### src/rtl/uart_rx_pkg.sv
// Shared UART definitions: state codes, frame bundle and bit-period math.
// Used by both the receiver and the transmitter so their timing matches.
package uart_rx_pkg;

  typedef enum logic [2:0] {
    s_idle   = 3'b000,
    s_start  = 3'b001,
    s_data   = 3'b010,
    s_parity = 3'b011,
    s_stop   = 3'b100
  } uart_state_t;

  typedef struct packed {
    logic [7:0] data;
    logic       parity_err;
    logic       frame_err;
  } rx_frame_t;

  function automatic int clk_cycle_calc(
    input int clk_mhz,
    input int baud
  );
    return (clk_mhz * 1000000) / baud;
  endfunction

endpackage

### src/rtl/uart_rx_sync.sv
// Two-flop synchroniser for the serial line plus a delay flop
// that flags a synchronised falling edge (start-bit candidate).
module uart_rx_sync (
  input  logic i_clk,
  input  logic i_rst_n,
  input  logic i_rx,
  output logic rx_s,
  output logic fall_edge
);

  logic meta;
  logic sync;
  logic prev;

  always_ff @(posedge i_clk or negedge i_rst_n) begin
    if (!i_rst_n) begin
      meta <= 1'b1;
      sync <= 1'b1;
      prev <= 1'b1;
    end else begin
      meta <= i_rx;
      sync <= meta;
      prev <= sync;
    end
  end

  assign rx_s      = sync;
  assign fall_edge = prev & ~sync;

endmodule

### src/rtl/uart_rx.sv
// UART receiver: 8 data bits LSB first, even parity, one stop bit,
// mid-bit sampling, byte plus error flags on a valid/ready handshake.
module uart_rx
  import uart_rx_pkg::*;
#(
  parameter int clk_frequency = 27,
  parameter int baud_rate     = 115200
) (
  input  logic       i_clk,
  input  logic       i_rst_n,
  input  logic       i_rx,
  output logic [7:0] rx_data,
  output logic       rx_valid,
  input  logic       rx_ready,
  output logic       parity_err,
  output logic       frame_err,
  output logic       overrun
);

  localparam int clk_cycle  = clk_cycle_calc(clk_frequency, baud_rate);
  localparam int half_cycle = clk_cycle / 2;
  localparam int cnt_w      = $clog2(clk_cycle);

  localparam logic [cnt_w-1:0] cnt_full = cnt_w'(clk_cycle - 1);
  localparam logic [cnt_w-1:0] cnt_half = cnt_w'(half_cycle - 1);
  localparam logic [cnt_w-1:0] cnt_one  = cnt_w'(1);

  logic             rx_s;
  logic             fall_edge;
  uart_state_t      state;
  logic [cnt_w-1:0] cnt;
  logic [2:0]       bit_idx;
  logic [7:0]       shift;
  logic             par_bit;
  logic             tick_full;
  logic             frame_done;
  rx_frame_t        frame;
  logic             do_load;
  logic             do_drop;
  logic             do_accept;

  uart_rx_sync u_sync (
    .i_clk     (i_clk),
    .i_rst_n   (i_rst_n),
    .i_rx      (i_rx),
    .rx_s      (rx_s),
    .fall_edge (fall_edge)
  );

  assign tick_full  = (cnt == cnt_full);
  assign frame_done = (state == s_stop) && tick_full;

  // Stop bit is taken straight from the line in the completing cycle.
  always_comb begin
    frame            = '0;
    frame.data       = shift;
    frame.parity_err = par_bit ^ (^shift);
    frame.frame_err  = ~rx_s;
  end

  always_ff @(posedge i_clk or negedge i_rst_n) begin
    if (!i_rst_n) begin
      state   <= s_idle;
      cnt     <= '0;
      bit_idx <= '0;
      shift   <= '0;
      par_bit <= 1'b0;
    end else begin
      unique case (state)
        s_idle: begin
          cnt     <= '0;
          bit_idx <= '0;
          if (fall_edge) state <= s_start;
        end
        s_start: begin
          if (cnt == cnt_half) begin
            cnt   <= '0;
            state <= rx_s ? s_idle : s_data;
          end else begin
            cnt <= cnt + cnt_one;
          end
        end
        s_data: begin
          if (tick_full) begin
            cnt            <= '0;
            shift[bit_idx] <= rx_s;
            bit_idx        <= bit_idx + 3'd1;
            if (bit_idx == 3'd7) state <= s_parity;
          end else begin
            cnt <= cnt + cnt_one;
          end
        end
        s_parity: begin
          if (tick_full) begin
            cnt     <= '0;
            par_bit <= rx_s;
            state   <= s_stop;
          end else begin
            cnt <= cnt + cnt_one;
          end
        end
        s_stop: begin
          if (tick_full) begin
            cnt   <= '0;
            state <= s_idle;
          end else begin
            cnt <= cnt + cnt_one;
          end
        end
        default: state <= s_idle;
      endcase
    end
  end

  assign do_load   = frame_done & (~rx_valid | rx_ready);
  assign do_drop   = frame_done & rx_valid & ~rx_ready;
  assign do_accept = ~frame_done & rx_valid & rx_ready;

  // The receiver never stalls; an unaccepted byte wins over a new one.
  always_ff @(posedge i_clk or negedge i_rst_n) begin
    if (!i_rst_n) begin
      rx_data    <= '0;
      rx_valid   <= 1'b0;
      parity_err <= 1'b0;
      frame_err  <= 1'b0;
      overrun    <= 1'b0;
    end else begin
      overrun <= 1'b0;
      unique case (1'b1)
        do_load: begin
          rx_data    <= frame.data;
          parity_err <= frame.parity_err;
          frame_err  <= frame.frame_err;
          rx_valid   <= 1'b1;
        end
        do_drop:   overrun  <= 1'b1;
        do_accept: rx_valid <= 1'b0;
        default: ;
      endcase
    end
  end

endmodule
### config.mk
export PLATFORM = sky130hd
export DESIGN_NAME = uart_rx
export DESIGN_NICKNAME = d
export VERILOG_FILES = /design/src/rtl/uart_rx_pkg.sv /design/src/rtl/uart_rx_sync.sv /design/src/rtl/uart_rx.sv
export SDC_FILE = /design/constraint.sdc
export NUM_CORES = 1
export LEC_CHECK = 0
export BUFFER_PORTS_ARGS = -buffer_cell sky130_fd_sc_hd__buf_2
export CORE_ASPECT_RATIO = 2
export CORE_MARGIN = 2
export CORE_UTILIZATION = 35
export DETAILED_ROUTE_END_ITERATION = 6
export PLACE_DENSITY_LB_ADDON = 0.3
export SYNTH_ARGS = -nofsm -noshare
export SYNTH_HDL_FRONTEND = slang
export SYNTH_SLANG_ARGS = --single-unit
### constraint.sdc
create_clock -name i_clk -period 2.3 [get_ports i_clk]
set_input_delay 0.115 -clock i_clk [delete_from_list [all_inputs] [get_ports i_clk]]
set_output_delay 0.115 -clock i_clk [all_outputs]
set_load 0.01 [all_outputs]
# Word level (Yosys, flattened, before mapping)
# Cells that the tools add are included.
dict set report totals {
  output_inout_bits 12
  register_bits 38
}
dict set report classes {
  n_eq_ne 13
  n_lt_le_gt_ge 2
  muxes 18
  reduce_logical 12
  bitwise_logic 12
  n_addsub 2
}
# op count
set op_table {}
lappend op_table {{$pmux W8 S3} 1}
lappend op_table {{$mux W3} 7}
lappend op_table {{$mux W8} 2}
lappend op_table {{$pmux W3 S5} 1}
lappend op_table {{$ne A2 B2 Y1 const B} 6}
lappend op_table {{$add A8 B1 Y8 const B} 1}
lappend op_table {{$bwmux W8} 1}
lappend op_table {{$eq A8 B7 Y1 const B} 1}
lappend op_table {{$eq A8 B8 Y1 const B} 1}
lappend op_table {{$reduce_xor A8 Y1} 1}
lappend op_table {{$and A1 B1 Y1} 6}
lappend op_table {{$eq A3 B2 Y1 const B} 2}
lappend op_table {{$eq A3 B3 Y1 const B} 2}
lappend op_table {{$pmux W3 S2} 1}
lappend op_table {{$reduce_and A2 Y1} 3}
lappend op_table {{$reduce_and A6 Y1} 1}
lappend op_table {{$lt A3 B4 Y1 const B} 1}
lappend op_table {{$not A1 Y1} 4}
lappend op_table {{$reduce_bool A2 Y1} 2}
lappend op_table {{$add A3 B1 Y3 const B} 1}
lappend op_table {{$demux W1 S3} 1}
lappend op_table {{$eq A3 B1 Y1 const B} 1}
lappend op_table {{$ge A3 B1 Y1 const B} 1}
lappend op_table {{$logic_not A3 Y1} 1}
lappend op_table {{8 further kinds} 10}

# Longest topological paths before layout
# Gate-level depths: netlist of the first run.
dict set report depth {
  word_depth 6
  ltp_mapped 7
  ltp_nobuf 6
}

# Modules after synthesis
# A second synthesis of the first run with hierarchy kept.
dict set report unflattened {
  hier_cells 164
  area_unflattened_um2 1894.3
}
# module instances area_per_inst_um2 cells_per_inst seq_area_each_um2
set by_module_without_submodules {}
lappend by_module_without_submodules {uart_rx 1 1801.7 160 875.8}
lappend by_module_without_submodules {uart_rx_sync 1 92.6 4 78.8}

# Worst setup path before layout of the first run
# No wires, ideal clock.
dict set report synth_timing {
  kind {reg2reg}
  from {register cnt[1]}
  to {register shift[2]}
  synth_period_minus_slack_ps 1949
  arrival_time_ps 1824
  stages_incl_launch_ff 7
  path_slack_ps 351
  required_ps 2175
  path_cell_list {dfrtp_1 > inv_1 > ha_1 > nand3b_1 > or4_4 > nor3b_2 > mux2_2}
}
dict set report synth_between {
  elab_chain_len 2
}
# item line
set synth_lines {}
lappend synth_lines {{from (decl)} uart_rx.sv:31} ;# logic [cnt_w-1:0] cnt;
lappend synth_lines {{from (signal assigned)} uart_rx.sv:80} ;# cnt <= cnt + cnt_one;
lappend synth_lines {{from (signal assigned)} uart_rx.sv:90} ;# cnt <= cnt + cnt_one;
lappend synth_lines {{from (signal assigned)} uart_rx.sv:99} ;# cnt <= cnt + cnt_one;
lappend synth_lines {{$eq A8 B8 Y1} uart_rx.sv:50} ;# assign tick_full = (cnt == cnt_full);
lappend synth_lines {{$reduce_and A2 Y1 (no line)} -}
lappend synth_lines {{to (signal, indexed assignment)} uart_rx.sv:86} ;# shift[bit_idx] <= rx_s;
lappend synth_lines {{to (decl)} uart_rx.sv:33} ;# logic [7:0] shift;
# Every way passes these cells.
# A chain may end at the register's enable or synchronous reset.

# Final worst setup path of the first run
# Same ends and word-level chain as after synthesis.

==> out/qor.yml, run 1 <==
seqCellArea_um2: 955
syn_avg_cell_area_um2: 11.5
r2r_cells: 6
dieArea_mm2: 0.00601
crit_required_ns: 2.48
fin_total_pwr_mw: 1.60
insertion_delay_ns: 0.29
synth_warnings: 0
place_congestion: 0.796
num_vias: 1266
fin_crit_sh: 0.886
rows: 37
synth_edf_count: 0
wl_mm: 3.59
io_pins: 16
path_max_fanout: 5
antenna_cells: 0
drive_above_1_share: 0.287
drtIter0Drc: 37
worstSetupPathType: "flop to flop"
clock.fmax_ghz: 0.491
die_y_um: 108
drc: 0
worst_path_max_delay_cell: "or4_4"
postCtsSetupBuffers: 0
hold_ws_ns: 0.125
drt_first_pass_iters: 4
vdd.ir_drop.worst_mv: 0.420
fillers: 507
cts_tree: "built"
max-cap-violations: 0
syn-cell-area_mm2: 0.00188
die_x_um: 55.9
slowest_delay_ns: 0.60
synth_common_cells: "35 x dfrtp_1, 18 x mux2_2, 13 x nand2_1, 8 x nor2_1, 6 x o21ai_0"
ys_seq_area_frac: 0.507
synth.distinct_cells: 43
slew_viol_final: 0
overflow: 0
numCtsBuffers: 5
synth_most_common_cell: "dfrtp_1"
io_buffers: 15
h-tree-depth: 2
ys_ff_latch: 38
status: "complete, no violations"
postSynthCellCount: 164
start_kind: "flop"
antenna_found_initial: 0
grt_pass1_wl_mm: 6.47
wire_per_inst_um: 14.6
powerDensity_mw_per_mm2: 738
rsz0062_at_grt: "false"
start_util: 0.363
fin_nets: 196
coreArea_mm2: 0.00518
whs_path_depth: 3
synth_area_leader_cell: "dfrtp_1"
async_flop_share: 1.00
relSlewSlack: 0.447
grt_pass1_vias: 1337
hp-class: "input pin to flop"
finalHoldViolCount: 0
path_cells: "inv_1 -> ha_1 -> nand3b_1 -> or4_4 -> nor3b_2 -> mux2_2"
worst_slew_pin_slew_ns: 0.830
totalNegativeSetupSlack_ns: 0
cts_resized: 0
clkTransAtPathRegs_ns: 0.07
synth-main-ff-cell: "dfrtp_1"
syn_nets: 173
cts_max_path_buffers: 2
layout_min_cycle_time_ns: 2.04
clock-sinks: 38
fin_skew_ns: 0.00378
setup.worst_path.end_class: "flop"
leakage_nw: 1.03
grt_max_degree: 39
vias_per_cell: 5.15
syn2layout_area_growth_pct: 15.1
cp_data_arrival_time_ns: 2.22
dpl.hpwl_mm: 2.66
yosysTopAreaCellShare: 0.465
synth_area_leaders: "dfrtp_1 47%, mux2_2 11%, dfstp_2 4.2%, ha_1 3.3%, nand2_1 2.6%"
finish.utilization: 0.418
setup_viol: 0
grtUsageTotal: 0.138
ant_nets: 0
cts_root_buf: "clkbuf_8"
multi_input_area_um2: 873
final cells by class:
type                       count  area share
sequential                    38       0.441
multi-input combinational    114       0.403
timing repair buffer          23      0.0647
clock buffer                   7      0.0352
tap                           58      0.0335
clock inverter                 1      0.0139
inverter                       5     0.00867
timing repair:
item,4_1_cts,5_1_grt
hold buffers,2,0
endpoints found under the setup margin,0,0
endpoints found under the hold margin,36,0
sequential cells by signal, indices dropped and copies added, names as in the netlist:
name	flops
u_sync.rx_s	1
shift	8
state	3
overrun	1
par_bit	1
frame_err	1
parity_err	1
bit_idx	3
u_sync.prev	1
rx_valid	1
cnt	8
rx_data	8
u_sync.meta	1
placed cells by master (no fill, tap or decap), types with 4 or more instances in the layout:
master     n
clkbuf_8   5
xor2_1     4
buf_4      6
nor3_1     4
dfrtp_1   35
ha_1       5
xnor2_1    4
a221o_1    4
nand2_1   13
nor2_1     8
inv_1      5
mux2_2    18
buf_2     15
o21ai_0    6
nand2b_1   4
routing by layer:
metal | global-route usage | up-vias | part of all wire
met5 | 0 | - | 0
met4 | 0.0544 | 0 | 0.019
met3 | 0.0264 | 5 | 0.027
met2 | 0.264 | 22 | 0.56
met1 | 0.144 | 606 | 0.39
li1 | - | 633 | -
metrics by stage:
stage                     area, um2  setup WS (ns)  instances
after CTS                      2170          0.255        246
after global placement         2040          0.294        236
final                          2170          0.262        246
after global routing           2170          0.106        246
after detailed placement       2040          0.270        236
after floorplan                1880          0.351        164
critical path: cells and delay by family, from the launching register on:
family / cells / cell delay, ns
fa+ha+maj: 1 / 0.15
buf+inv: 1 / 0.09
flops: 1 / 0.41
mux: 1 / 0.34
simple gates: 3 / 0.93
final timing paths:
| path | to | startpoint | slack (ns) |
|---|---|---|---|
| max | shift[2] | cnt[1] | 0.26 |
| min | overrun | rx_ready | 0.12 |
| max reg2reg | shift[2] | cnt[1] | 0.26 |
| min reg2reg | u_sync.rx_s | u_sync.meta | 0.36 |
| max in group asynchronous | cnt[6] | i_rst_n | 1.31 |
| min in group asynchronous | state[1] | i_rst_n | 0.46 |
power breakdown:
group          internal (mW)  switching [mW]  leakage (nW)
clock network          0.324           0.231        0.0524
registers              0.705          0.0487         0.517
logic                  0.114           0.176         0.465
cells by family after synthesis:
logic type      count (synthesis)  synth area share
fa+ha+maj                       5            0.0332
buf+inv                        12            0.0286
flops                          38             0.507
xor+xnor                        9            0.0492
simple gates                   55             0.167
compound gates                 27             0.107
mux                            18             0.108
Power figures use the tool's default switching activity.
==> inputs of run 2 (changes only) <==
Clock period 2.3 ns to 2.64 ns, I/O delays scaled along.
==> run 2 against run 1 <==
Against the previous run:
- wire length is 1.6% higher
- critical path depth stayed put
- largest power group unchanged
- clock skew is 0.00063 ns higher
==> out/qor.yml, run 2 (synthesized netlist as in run 1, its figures left out) <==
wire_per_inst_um: 15.0
r2r-end: "par_bit"
final_cell_mix: "35 x dfrtp_1, 18 x mux2_2, 15 x buf_2"
drt_first_pass_iters: 4
startpoint: "cnt[1]"
final_common_cell: "dfrtp_1"
fillers: 516
drtIter0Drc: 27
r2r_cells: 6
start_util: 0.363
cts_root_buf: "clkbuf_8"
fin_nets: 194
dpl.hpwl_mm: 2.76
fin_skew_ns: 0.00440
hp-start: "rx_ready"
ant_nets: 0
worst_slew_pin_slew_ns: 0.844
layout_min_cycle_time_ns: 2.06
drive_above_1_share: 0.290
fin_total_pwr_mw: 1.32
worst_path_max_delay_cell: "nor4bb_1"
slew_viol_final: 0
syn2layout_area_growth_pct: 13.7
overflow: 0
whs_path_depth: 3
vias_per_cell: 5.26
cp.depth: 6
grtUsageTotal: 0.137
postPlaceCellArea_mm2: 0.00202
clock.fmax_ghz: 0.485
powerDensity_mw_per_mm2: 616
min_to: "overrun"
grt_pass1_wl_mm: 6.47
cp_top_family: "simple AND/OR/NAND/NOR gates"
grt_pass1_vias: 1407
die_x_um: 55.9
coreArea_mm2: 0.00518
fin_crit_sh: 0.781
finalHoldViolCount: 0
relSlewSlack: 0.437
hp-class: "input pin to flop"
path_max_fanout: 7
max-cap-violations: 0
dpl_worst_slack_ns: 0.524
clock-sinks: 38
io_buffers: 15
path_cells: "inv_1 -> ha_1 -> nor4bb_1 -> nand2_1 -> nor2_1 -> mux2_2"
totalNegativeSetupSlack_ns: 0
place_congestion: 0.760
leakage_nw: 1.02
vdd.ir_drop.worst_mv: 0.363
worstSetupPathType: "flop to flop"
antenna_found_initial: 0
design_area_mm2: 0.00214
placedCellCount: 234
final_cell_count_no_fill: 244
crit_required_ns: 2.82
antenna_cells: 0
slowest_delay_ns: 0.46
cts_tree: "built"
wl_mm: 3.65
setup_viol: 0
clkTransAtPathRegs_ns: 0.07
grt_max_degree: 39
finish.utilization: 0.413
h-tree-depth: 2
rrSetupSlack_ns: 0.58
start_kind: "flop"
io_pins: 16
rows: 37
cts_resized: 0
setup.worst_path.end_class: "flop"
status: "complete, no violations"
rsz0062_at_grt: "false"
drc: 0
cts_max_path_buffers: 2
numCtsBuffers: 5
hold_ws_ns: 0.142
num_vias: 1283
layout_setup_ws_ns: 0.577
r2r_start: "cnt[1]"
dieArea_mm2: 0.00601
die_y_um: 108
largestRegisters: "cnt (8), rx_data (8), shift (8)"
cp.buffers_inverters: 1
cp_data_arrival_time_ns: 2.24
insertion_delay_ns: 0.29
run 2: changes by cell type in the layout (fill, tap and decap cells not counted), sizes merged:
cell	before	now
buf	21	19
clkbuf	7	6
bufinv	1	0
clkinvlp	0	1
clkinv	0	1
run 2: worst max path at each step:
stage / end / slack [ns]
global route: par_bit / 0.40
detailed placement: par_bit / 0.52
global placement: par_bit / 0.56
floorplan: shift[2] / 0.69
finish: par_bit / 0.58
CTS: par_bit / 0.51
run 2: timing repair:
action	4_1_cts	5_1_grt
endpoints found under the hold margin	36	0
hold buffers	2	0
setup endpoints to repair	0	0
buffers inserted	0	0
run 2: tightest hold or removal path, stage by stage:
cell and delay [ns]:
buf_2 0.07, nand2b_1 0.13, nor3_1 0.06
run 2: routing by layer:
metal	up-vias	share of wire	global-route usage
li1	626	-	-
met4	0	0.021	0.0578
met3	8	0.030	0.0240
met5	-	0	0
met1	624	0.38	0.135
met2	25	0.57	0.270
run 2: power breakdown:
group | switching, mW | leakage (nW) | total (mW) | internal, mW
combinational | 0.146 | 0.455 | 0.242 | 0.0960
sequential | 0.0498 | 0.517 | 0.664 | 0.614
clock | 0.202 | 0.0472 | 0.412 | 0.210
run 2: cell type report:
class | instances | area, um2 | area share
flip-flops and latches | 38 | 955 | 0.446
well taps | 58 | 72.6 | 0.0339
clock inverters | 2 | 12.5 | 0.00585
inverters | 5 | 18.8 | 0.00877
clock buffers | 6 | 82.6 | 0.0386
repair buffers | 21 | 125 | 0.0585
multi-input cells | 114 | 873 | 0.408
==> inputs of run 3 (changes only) <==
Clock period 2.64 ns to 1.8 ns, I/O delays scaled along.
==> run 3 against run 2 <==
Against the previous run:
- the flow now finishes with violations (setup timing)
- clock power is 34% higher
- global-route usage rose by 1.4 points
- largest power group unchanged
- critical path depth grew 2
- critical endpoint is now cnt[4]
==> out/qor.yml, run 3 (synthesized netlist as in run 1, its figures left out) <==
cp_data_arrival_time_ns: 2.00
worstSetupPathType: "flop to flop"
largestRegisters: "cnt (8), rx_data (8), shift (8)"
r2r_start: "cnt[1]"
crit_top_cell: "buf_4"
min_to: "overrun"
overflow: 0
worst_path_max_delay_cell: "dfrtp_1"
die_x_um: 55.9
placedCellCount: 258
leakage_nw: 1.18
finish.utilization: 0.468
io_pins: 16
drt_first_pass_iters: 4
syn2layout_area_growth_pct: 28.9
final_common_cell: "dfrtp_1"
grtUsageTotal: 0.151
wire_per_inst_um: 15.6
io_buffers: 15
wl_mm: 4.25
drtIter0Drc: 18
r2r-end: "cnt[4]"
r2r_cells: 8
path_cells: "inv_2 -> buf_4 -> ha_4 -> nand4_1 -> o41ai_4 -> buf_4 -> a211oi_2 -> a221o_1"
grt_max_degree: 26
fillers: 508
final_cell_mix: "34 x dfrtp_1, 32 x buf_4, 16 x mux2_2"
drive_above_1_share: 0.425
h-tree-depth: 2
insertion_delay_ns: 0.29
clock-sinks: 38
setup_viol: 6
cp.buffers_inverters: 3
slowest_delay_ns: 0.39
dpl.hpwl_mm: 3.22
vias_per_cell: 5.14
rows: 37
start_kind: "flop"
status: "complete, but fails checks"
relSlewSlack: 0.611
final_cell_count_no_fill: 272
whs_path_depth: 3
violations: "setup timing"
rrSetupSlack_ns: -0.04
powerDensity_mw_per_mm2: 886
hold_ws_ns: 0.112
grt_pass1_wl_mm: 6.84
dieArea_mm2: 0.00601
worst_slew_pin_slew_ns: 0.584
cts_max_path_buffers: 2
slew_viol_final: 0
layout_min_cycle_time_ns: 1.84
fin_total_pwr_mw: 2.15
vdd.ir_drop.worst_mv: 0.752
setup.worst_path.end_class: "flop"
fin_crit_sh: 1.02
finalHoldViolCount: 0
antenna_cells: 0
drc: 0
rsz0062_at_grt: "true"
max-cap-violations: 0
die_y_um: 108
hp-class: "input pin to flop"
antenna_found_initial: 0
hp-start: "rx_ready"
path_max_fanout: 6
fin_skew_ns: 0.00663
coreArea_mm2: 0.00518
place_congestion: 0.769
clock.fmax_ghz: 0.545
num_vias: 1398
cts_tree: "built"
ant_nets: 0
crit_required_ns: 1.97
clkTransAtPathRegs_ns: 0.07
numCtsBuffers: 5
cp_top_family: "compound AO/OA/AOI/OAI gates"
start_util: 0.363
grt_pass1_vias: 1461
cts_root_buf: "clkbuf_8"
layout_setup_ws_ns: -0.0350
fin_nets: 223
-- run 3: layer usage --
layer / wire length (um) / part of all wire / GRT usage
met1: 1450 / 0.34 / 0.133
met2: 2590 / 0.61 / 0.315
met3: 88 / 0.021 / 0.0252
met4: 120 / 0.028 / 0.0646
met5: 0 / 0 / 0
-- run 3: report_power, final --
part	internal, mW	switching [mW]
clock	0.260	0.293
sequential	0.903	0.0456
combinational	0.314	0.334
total	1.48	0.673
-- run 3: repair_timing --
item / CTS / global route
gates resized for setup: 5 / 10
hold endpoints to repair: 21 / 0
pin swaps: 0 / 1
setup buffers: 2 / 3
hold buffers: 2 / 0
setup endpoints to repair: 5 / 22
-- run 3: worst min-delay path: stages --
cell	delay, ns
buf_2	0.07
nand2b_1	0.13
nor3_1	0.07
-- run 3: final cells by class --
| cell class | count | area, um2 | share of cell area |
|---|---|---|---|
| multi-input cells | 114 | 953 | 0.393 |
| well taps | 58 | 72.6 | 0.0299 |
| clock inverters | 2 | 10.0 | 0.00413 |
| clock buffers | 5 | 68.8 | 0.0284 |
| flip-flops and latches | 38 | 956 | 0.394 |
| repair buffers | 50 | 347 | 0.143 |
| inverters | 5 | 18.8 | 0.00774 |
-- run 3: worst max path at each step --
stage | startpoint | to | slack [ns] | depth (start not counted)
2_1_floorplan | state[2] | shift[2] | -0.08 | 5
3_3_place_gp | cnt[1] | shift[2] | -0.01 | 6
3_5_place_dp | cnt[1] | shift[0] | -0.05 | 6
4_1_cts | cnt[1] | cnt[4] | -0.01 | 7
5_1_grt | cnt[1] | cnt[5] | -0.1 | 8
6_report | cnt[1] | cnt[4] | -0.04 | 8
-- run 3: stage by stage --
step	TNS, ns	instance area (um2)	setup WS [ns]
detailed placement	-0.119	2220	-0.0470
finish	-0.162	2430	-0.0350
CTS	-0.0266	2350	-0.0149
global placement	-0.0213	2220	-0.0101
global route	-0.818	2430	-0.0986
floorplan	-0.257	1900	-0.0843
